`src/rtl/apb_pkg.sv`:
```
// Shared definitions for the APB requester.
//   apb_state_e : requester FSM states (IDLE -> SETUP -> ACCESS)
//   APB_ADDR_W  : default PADDR / command address width
//   APB_DATA_W  : default PWDATA / PRDATA / command data width
//   apb_rsp_t   : completion record (read data, error, watchdog abort)
package apb_pkg;

  localparam int unsigned APB_ADDR_W = 32;
  localparam int unsigned APB_DATA_W = 32;

  typedef enum logic [1:0] {
    APB_IDLE,
    APB_SETUP,
    APB_ACCESS
  } apb_state_e;

  typedef struct packed {
    logic [APB_DATA_W-1:0] rdata;
    logic                  err;
    logic                  tout;
  } apb_rsp_t;

endpackage

```
`src/rtl/apb_watchdog.sv`:
```
// ACCESS-phase wait-state watchdog.
//   clk, rst  : clock, synchronous active-high reset
//   i_load    : clear the count (asserted the cycle before ACCESS starts)
//   i_en      : this cycle is an ACCESS cycle with PREADY low
//   o_expired : this cycle is the TIMEOUT-th low-PREADY ACCESS cycle
// TIMEOUT = 0 disables the watchdog (o_expired never asserts).
module apb_watchdog #(
  parameter int unsigned TIMEOUT = 16
) (
  input  logic clk,
  input  logic rst,
  input  logic i_load,
  input  logic i_en,
  output logic o_expired
);

  localparam int unsigned CW = (TIMEOUT > 0) ? $clog2(TIMEOUT + 1) : 1;

  logic [CW-1:0] r_cnt;

  always_ff @(posedge clk) begin
    if (rst) begin
      r_cnt <= '0;
    end else if (i_load) begin
      r_cnt <= '0;
    end else if (i_en && (TIMEOUT > 0) && (r_cnt != CW'(TIMEOUT))) begin
      r_cnt <= r_cnt + 1'b1;
    end
  end

  // r_cnt holds the low cycles already seen, so the current low cycle is
  // the TIMEOUT-th one when r_cnt == TIMEOUT-1.
  assign o_expired = (TIMEOUT > 0) && i_en && (r_cnt == CW'(TIMEOUT - 1));

endmodule

```
`src/rtl/apb_master.sv`:
```
// Single-transaction APB requester.
//   clk, rst                         : clock, synchronous active-high reset
//   cmd_valid/cmd_ready              : command handshake
//   cmd_write/cmd_addr/cmd_wdata     : command direction, address, write data
//   rsp_valid                        : one-cycle completion strobe
//   rsp_rdata/rsp_err/rsp_tout       : read data, error, watchdog abort (held between strobes)
//   PSEL/PENABLE/PWRITE/PADDR/PWDATA : APB request signals (registered)
//   PREADY/PRDATA/PSLVERR            : APB completer response, sampled in ACCESS only
module apb_master
  import apb_pkg::*;
#(
  parameter int unsigned ADDR_W  = APB_ADDR_W,
  parameter int unsigned DATA_W  = APB_DATA_W,
  parameter int unsigned TIMEOUT = 16
) (
  input  logic              clk,
  input  logic              rst,
  input  logic              cmd_valid,
  output logic              cmd_ready,
  input  logic              cmd_write,
  input  logic [ADDR_W-1:0] cmd_addr,
  input  logic [DATA_W-1:0] cmd_wdata,
  output logic              rsp_valid,
  output logic [DATA_W-1:0] rsp_rdata,
  output logic              rsp_err,
  output logic              rsp_tout,
  output logic              PSEL,
  output logic              PENABLE,
  output logic              PWRITE,
  output logic [ADDR_W-1:0] PADDR,
  output logic [DATA_W-1:0] PWDATA,
  input  logic              PREADY,
  input  logic [DATA_W-1:0] PRDATA,
  input  logic              PSLVERR
);

  apb_state_e r_state;

  logic w_wd_load;
  logic w_wd_en;
  logic w_wd_expired;

  assign w_wd_load = (r_state == APB_SETUP);
  assign w_wd_en   = (r_state == APB_ACCESS) && !PREADY;

  apb_watchdog #(
    .TIMEOUT (TIMEOUT)
  ) u_watchdog (
    .clk       (clk),
    .rst       (rst),
    .i_load    (w_wd_load),
    .i_en      (w_wd_en),
    .o_expired (w_wd_expired)
  );

  always_ff @(posedge clk) begin
    if (rst) begin
      r_state   <= APB_IDLE;
      cmd_ready <= 1'b1;
      rsp_valid <= 1'b0;
      rsp_rdata <= '0;
      rsp_err   <= 1'b0;
      rsp_tout  <= 1'b0;
      PSEL      <= 1'b0;
      PENABLE   <= 1'b0;
      PWRITE    <= 1'b0;
      PADDR     <= '0;
      PWDATA    <= '0;
    end else begin
      rsp_valid <= 1'b0;
      unique case (r_state)
        APB_IDLE: begin
          if (cmd_valid) begin
            PWRITE    <= cmd_write;
            PADDR     <= cmd_addr;
            PWDATA    <= cmd_write ? cmd_wdata : '0;
            PSEL      <= 1'b1;
            cmd_ready <= 1'b0;
            r_state   <= APB_SETUP;
          end
        end
        APB_SETUP: begin
          PENABLE <= 1'b1;
          r_state <= APB_ACCESS;
        end
        APB_ACCESS: begin
          // PREADY is tested first so a completion on the limit cycle wins.
          if (PREADY) begin
            rsp_valid <= 1'b1;
            rsp_rdata <= PWRITE ? '0 : PRDATA;
            rsp_err   <= PSLVERR;
            rsp_tout  <= 1'b0;
            PSEL      <= 1'b0;
            PENABLE   <= 1'b0;
            cmd_ready <= 1'b1;
            r_state   <= APB_IDLE;
          end else if (w_wd_expired) begin
            rsp_valid <= 1'b1;
            rsp_rdata <= '0;
            rsp_err   <= 1'b1;
            rsp_tout  <= 1'b1;
            PSEL      <= 1'b0;
            PENABLE   <= 1'b0;
            cmd_ready <= 1'b1;
            r_state   <= APB_IDLE;
          end
        end
        default: begin
          PSEL      <= 1'b0;
          PENABLE   <= 1'b0;
          cmd_ready <= 1'b1;
          r_state   <= APB_IDLE;
        end
      endcase
    end
  end

endmodule
```
`config.mk`:
```
export PLATFORM = sky130hd
export DESIGN_NAME = apb_master
export DESIGN_NICKNAME = d
export VERILOG_FILES = /design/src/rtl/apb_pkg.sv /design/src/rtl/apb_watchdog.sv /design/src/rtl/apb_master.sv
export SDC_FILE = /design/constraint.sdc
export NUM_CORES = 1
export LEC_CHECK = 0
export ABC_AREA = 1
export CORE_MARGIN = 4
export CORE_UTILIZATION = 43
export DETAILED_ROUTE_END_ITERATION = 12
export GPL_ROUTABILITY_DRIVEN = 0
export PLACE_DENSITY = 0.85
export SYNTH_ARGS = -nofsm -noshare
export SYNTH_HDL_FRONTEND = slang
export SYNTH_SLANG_ARGS = --single-unit
```
`constraint.sdc`:
```
create_clock -name clk -period 4.51 [get_ports clk]
set_clock_uncertainty 0.1 [all_clocks]
set_input_delay 1.1275 -clock clk [delete_from_list [all_inputs] [get_ports clk]]
set_output_delay 1.1275 -clock clk [all_outputs]
set_load 0.1 [all_outputs]
```
* Word level (Yosys, flattened, before mapping)
Index checks and enable logic that the tools add are counted.
** Storage, ports and cells
- Bits in registers :: 110
- Input port bits :: 102
- Output and inout port bits :: 103
- Word-level logic and storage cells :: 56
** Cells by class
- $add $sub $neg :: 1
- Equality and inequality tests :: 6
- Mux-type cells :: 21
- Bitwise logic cells :: 3
- Reduce and logical (&&, ||, !) cells :: 13
** Operators with widths (count)
- $mux W32 :: 4
- $mux W1 :: 10
- $pmux W1 S3 :: 3
- $reduce_and A2 Y1 :: 4
- $mux W2 :: 3
- $pmux W2 S3 :: 1
- $add A5 B1 Y5 const B :: 1
- $eq A5 B4 Y1 const B :: 1
- $ne A5 B5 Y1 const B :: 1
- $reduce_or A2 Y1 :: 2
- $logic_and A1 B1 Y1 :: 3
- $ne A3 B2 Y1 const B :: 1
- $not A1 Y1 :: 3
- $reduce_and A3 Y1 :: 1
- $eq A2 B1 Y1 const B :: 1
- $eq A2 B2 Y1 const B :: 1
- $logic_not A2 Y1 :: 1
- $ne A2 B2 Y1 const B :: 1
- $reduce_bool A2 Y1 :: 1
- $logic_not A1 Y1 :: 1

* Longest topological paths before layout
- Depth in word-level cells :: 6
- Depth in mapped cells :: 9
- Mapped depth without buffers :: 9

* Hierarchy
From an unflattened synthesis, not the netlist that was laid out.
** Second synthesis, totals
- Cells, all modules :: 522
- Area total of the unflattened synthesis :: 4182.8 um^2
** By module, submodules not included
- apb_master :: times used 1, cells each 477, area an instance 3880.0 um^2
- apb_watchdog :: times used 1, cells each 45, area an instance 302.8 um^2

* Least setup slack after synthesis
OpenSTA, ideal clock, no wires.
- Path type :: register to output
- Start :: register PWRITE
- End :: output port PWRITE
- Arrival time :: 954 ps
- Required time :: 3283 ps
- Setup slack :: 2328 ps
- Stages on the path, launching flop included :: 1
- Path buffers :: 0
- Path through :: dfxtp_1
** RTL lines
- start: declaration :: RTL line apb_master.sv:29 : output logic PWRITE,
- start signal: assignment :: RTL line apb_master.sv:74 : PWRITE <= cmd_write;
No word-level cell between the ends.

* Worst setup path after layout
- Start :: register PWRITE
- End :: output port PWRITE
No word-level cell between the ends.

==> flow_summary.ini <==
[status]
outcome = finished, final reports clean

[timing]
max_freq_mhz = 318
min_period_ps = 3150
worst_slew_pin_slew_ps = 1030
relSlewSlack = 0.308
tns_ps = 0
fin_crit_sh = 0.698
finalHoldViolations = 0
drv_slew = 0
setup_viol = 0
rsz0062_at_grt = no
whs_ps = 373

[floorplanning]
initial_utilization = 0.440
fp.coreArea_mm2 = 0.00924
dieHeight_um = 105
die-area_mm2 = 0.0111
io_pins = 205
die_x_um = 105
rows = 35

[pwr]
swShare = 0.365
vdd_drop_max_mv = 0.200
p_sw_mw = 0.812
internal-power_mw = 1.41
p_per_area_mw_per_mm2 = 354
p_seq_frac = 0.469
clkPwrFrac = 0.248
pwr-share-comb = 0.283
p_leak_nw = 2.34

[synthesis]
ys_seq_area_frac = 0.542
synth_most_common_cell = nand2_1
yosys-top-cells-area = dfxtp_1 (54%), nand2_1 (11%), nor2_1 (7.0%)
synth-edff-count = 0
synth_top_area_cell = dfxtp_1
synth_seq_cells = 110
synth-async-reset-ratio = 0
synthesis.area_mm2 = 0.00406
synth_commonest_cells = nand2_1 (120), dfxtp_1 (110), nor2_1 (76)
synth_cell_type_count = 23
syn_avg_cell_area_um2 = 7.83
ys.flop_type = dfxtp_1
synth_warnings = 0
syn-instance-count = 519
syn-num-nets = 624
netlist.area_leader.share = 0.542

[global_routing]
grt_pass1_wl_mm = 19.0
grt_pass1_vias = 3880
antenna_found_initial = 0
grt.overflow.total = 0
grtUsageTotal = 0.210
grt_max_degree = 69

[critical_path]
critical_path_arrival_ps = 1920
crit_type = flop to output pin
worst_path_largest_cell_delay_ps = 1170
start_kind = flop
worstPathCellList = clkdlybuf4s50_1
cp_max_fo = 3
cp_top_family = buffers and inverters
endpoint_kind = output pin
worst-path-buf-inv = 1
critPathSlowestCell = clkdlybuf4s50_1
required_ps = 3280

[layout]
nFillCells = 758
diodes = 0
final_area_mm2 = 0.00628
layout-drive-gt1-share = 0.0408
final_util = 0.679
nNetsFinal = 810
multiInputGateArea_mm2 = 0.00158
seqCellArea_mm2 = 0.00220
syn_to_final_growth_pct = 54.5

[clock_network]
numCtsBuffers = 9
clockRootBuffer = clkbuf_8
postCtsHoldBufs = 0
cts_sinks = 110
cts.clk_slew.worst_paths_ps = 90
insertion_delay_ps = 360
post_cts_buffers = 0
ctsResizeCount = 0
cts-htree-levels = 3
ctsLongestPathBuffers = 2
cts_tree = built

[drt]
drtIter0Drc = 169
finalWirelength_mm = 11.9
via_per_inst = 4.85
vias = 4068
drc = 0
routedWlPerCell_um = 14.2
ant_nets = 0
dr.pass1.iters = 5

[min_path]
hold_path_class = flop to flop

[placement]
placed_area_mm2 = 0.00610
post-dp-hpwl_mm = 8.88
portBuffers = 204

[run]
cap_violations = 0
==> flip-flops by register name (all words and copies together), names as in the netlist, 2 cells and up <==
| signal | cells |
|---|---|
| r_state | 2 |
| u_watchdog.r_cnt | 5 |
| PADDR | 32 |
| PWDATA | 32 |
| rsp_rdata | 32 |
==> power by group through the flow <==
stage | Sequential [mW] | Clock (mW) | Combinational, mW
after CTS | 1.04 | 0.570 | 0.632
after detailed placement | 1.07 | 0 | 0.630
after global routing | 1.05 | 0.610 | 0.661
after floorplan | 1.38 | 0 | 0.123
final | 1.04 | 0.553 | 0.629
after global placement | 1.06 | 0 | 0.625
==> kinds of logic (layout without fill, tap and decap cells) <==
family	after synthesis	after routing	share of synthesized area
buf+inv	54	245	0.0690
simple gates	242	242	0.244
fa+ha+maj	3	3	0.00924
flops	110	110	0.542
compound gates	110	110	0.136
==> path summary, 6_finish.rpt <==
| check | start | endpoint | slack (ps) | cells after the start |
|---|---|---|---|---|
| max | PWRITE$_SDFFE_PP0P_ | PWRITE | 1360 | 1 |
| max reg2reg | u_watchdog.r_cnt[0]$_SDFFE_PP0P_ | rsp_rdata[0]$_SDFFE_PP0P_ | 2160 | 9 |
| min | PWDATA[2]$_SDFFE_PP0P_ | PWDATA[2]$_SDFFE_PP0P_ | 370 | 2 |
| min reg2reg | PWDATA[2]$_SDFFE_PP0P_ | PWDATA[2]$_SDFFE_PP0P_ | 370 | 2 |
==> per-layer routing <==
layer | up-vias | part of all wire | track usage
li1 | 2043 | - | -
met1 | 1838 | 0.39 | 0.240
met2 | 162 | 0.50 | 0.364
met3 | 25 | 0.094 | 0.0747
met4 | 0 | 0.020 | 0.0712
met5 | - | 0 | 0
==> cell type report <==
cell class / instances / area share
well taps: 129 / 0.0257
multi-input cells: 355 / 0.252
inverters: 21 / 0.0126
flip-flops and latches: 110 / 0.351
clock buffers: 10 / 0.0203
clock inverters: 6 / 0.00857
repair buffers: 208 / 0.330
==> stage by stage <==
step	setup WS (ps)	power, mW	instances
2_1_floorplan	2330	1.50	519
3_3_place_gp	1240	1.69	823
3_5_place_dp	1190	1.70	823
4_1_cts	1340	2.25	839
5_1_grt	1300	2.32	839
6_report	1360	2.23	839
==> worst reg2reg max path: stages, from the launching register on <==
cell     delay, ps
dfxtp_1        370
ha_1           230
inv_1           70
nor3_1          50
ha_1           240
o21ai_2        120
buf_4          340
inv_2           90
nand2_2        470
o21ai_0        160
==> layout by cell type, fill, tap and decap left out <==
master             n
inv_8              2
dfxtp_1          110
clkinv_2           1
o21ai_0           38
clkdlybuf4s50_1  204
clkbuf_8           9
nor2_4             2
nor2_2             2
nor3_1             2
nand2_4            1
buf_4              4
nor2_1            76
inv_1             18
o21ai_1           29
clkbuf_1           1
nand4_1            1
nand2_1          120
inv_2              3
ha_1               3
a21oi_1           42
o21ai_2            1
nand2_2            1
clkinv_4           3
nand3_1           37
(Power assumes the default switching activity.)
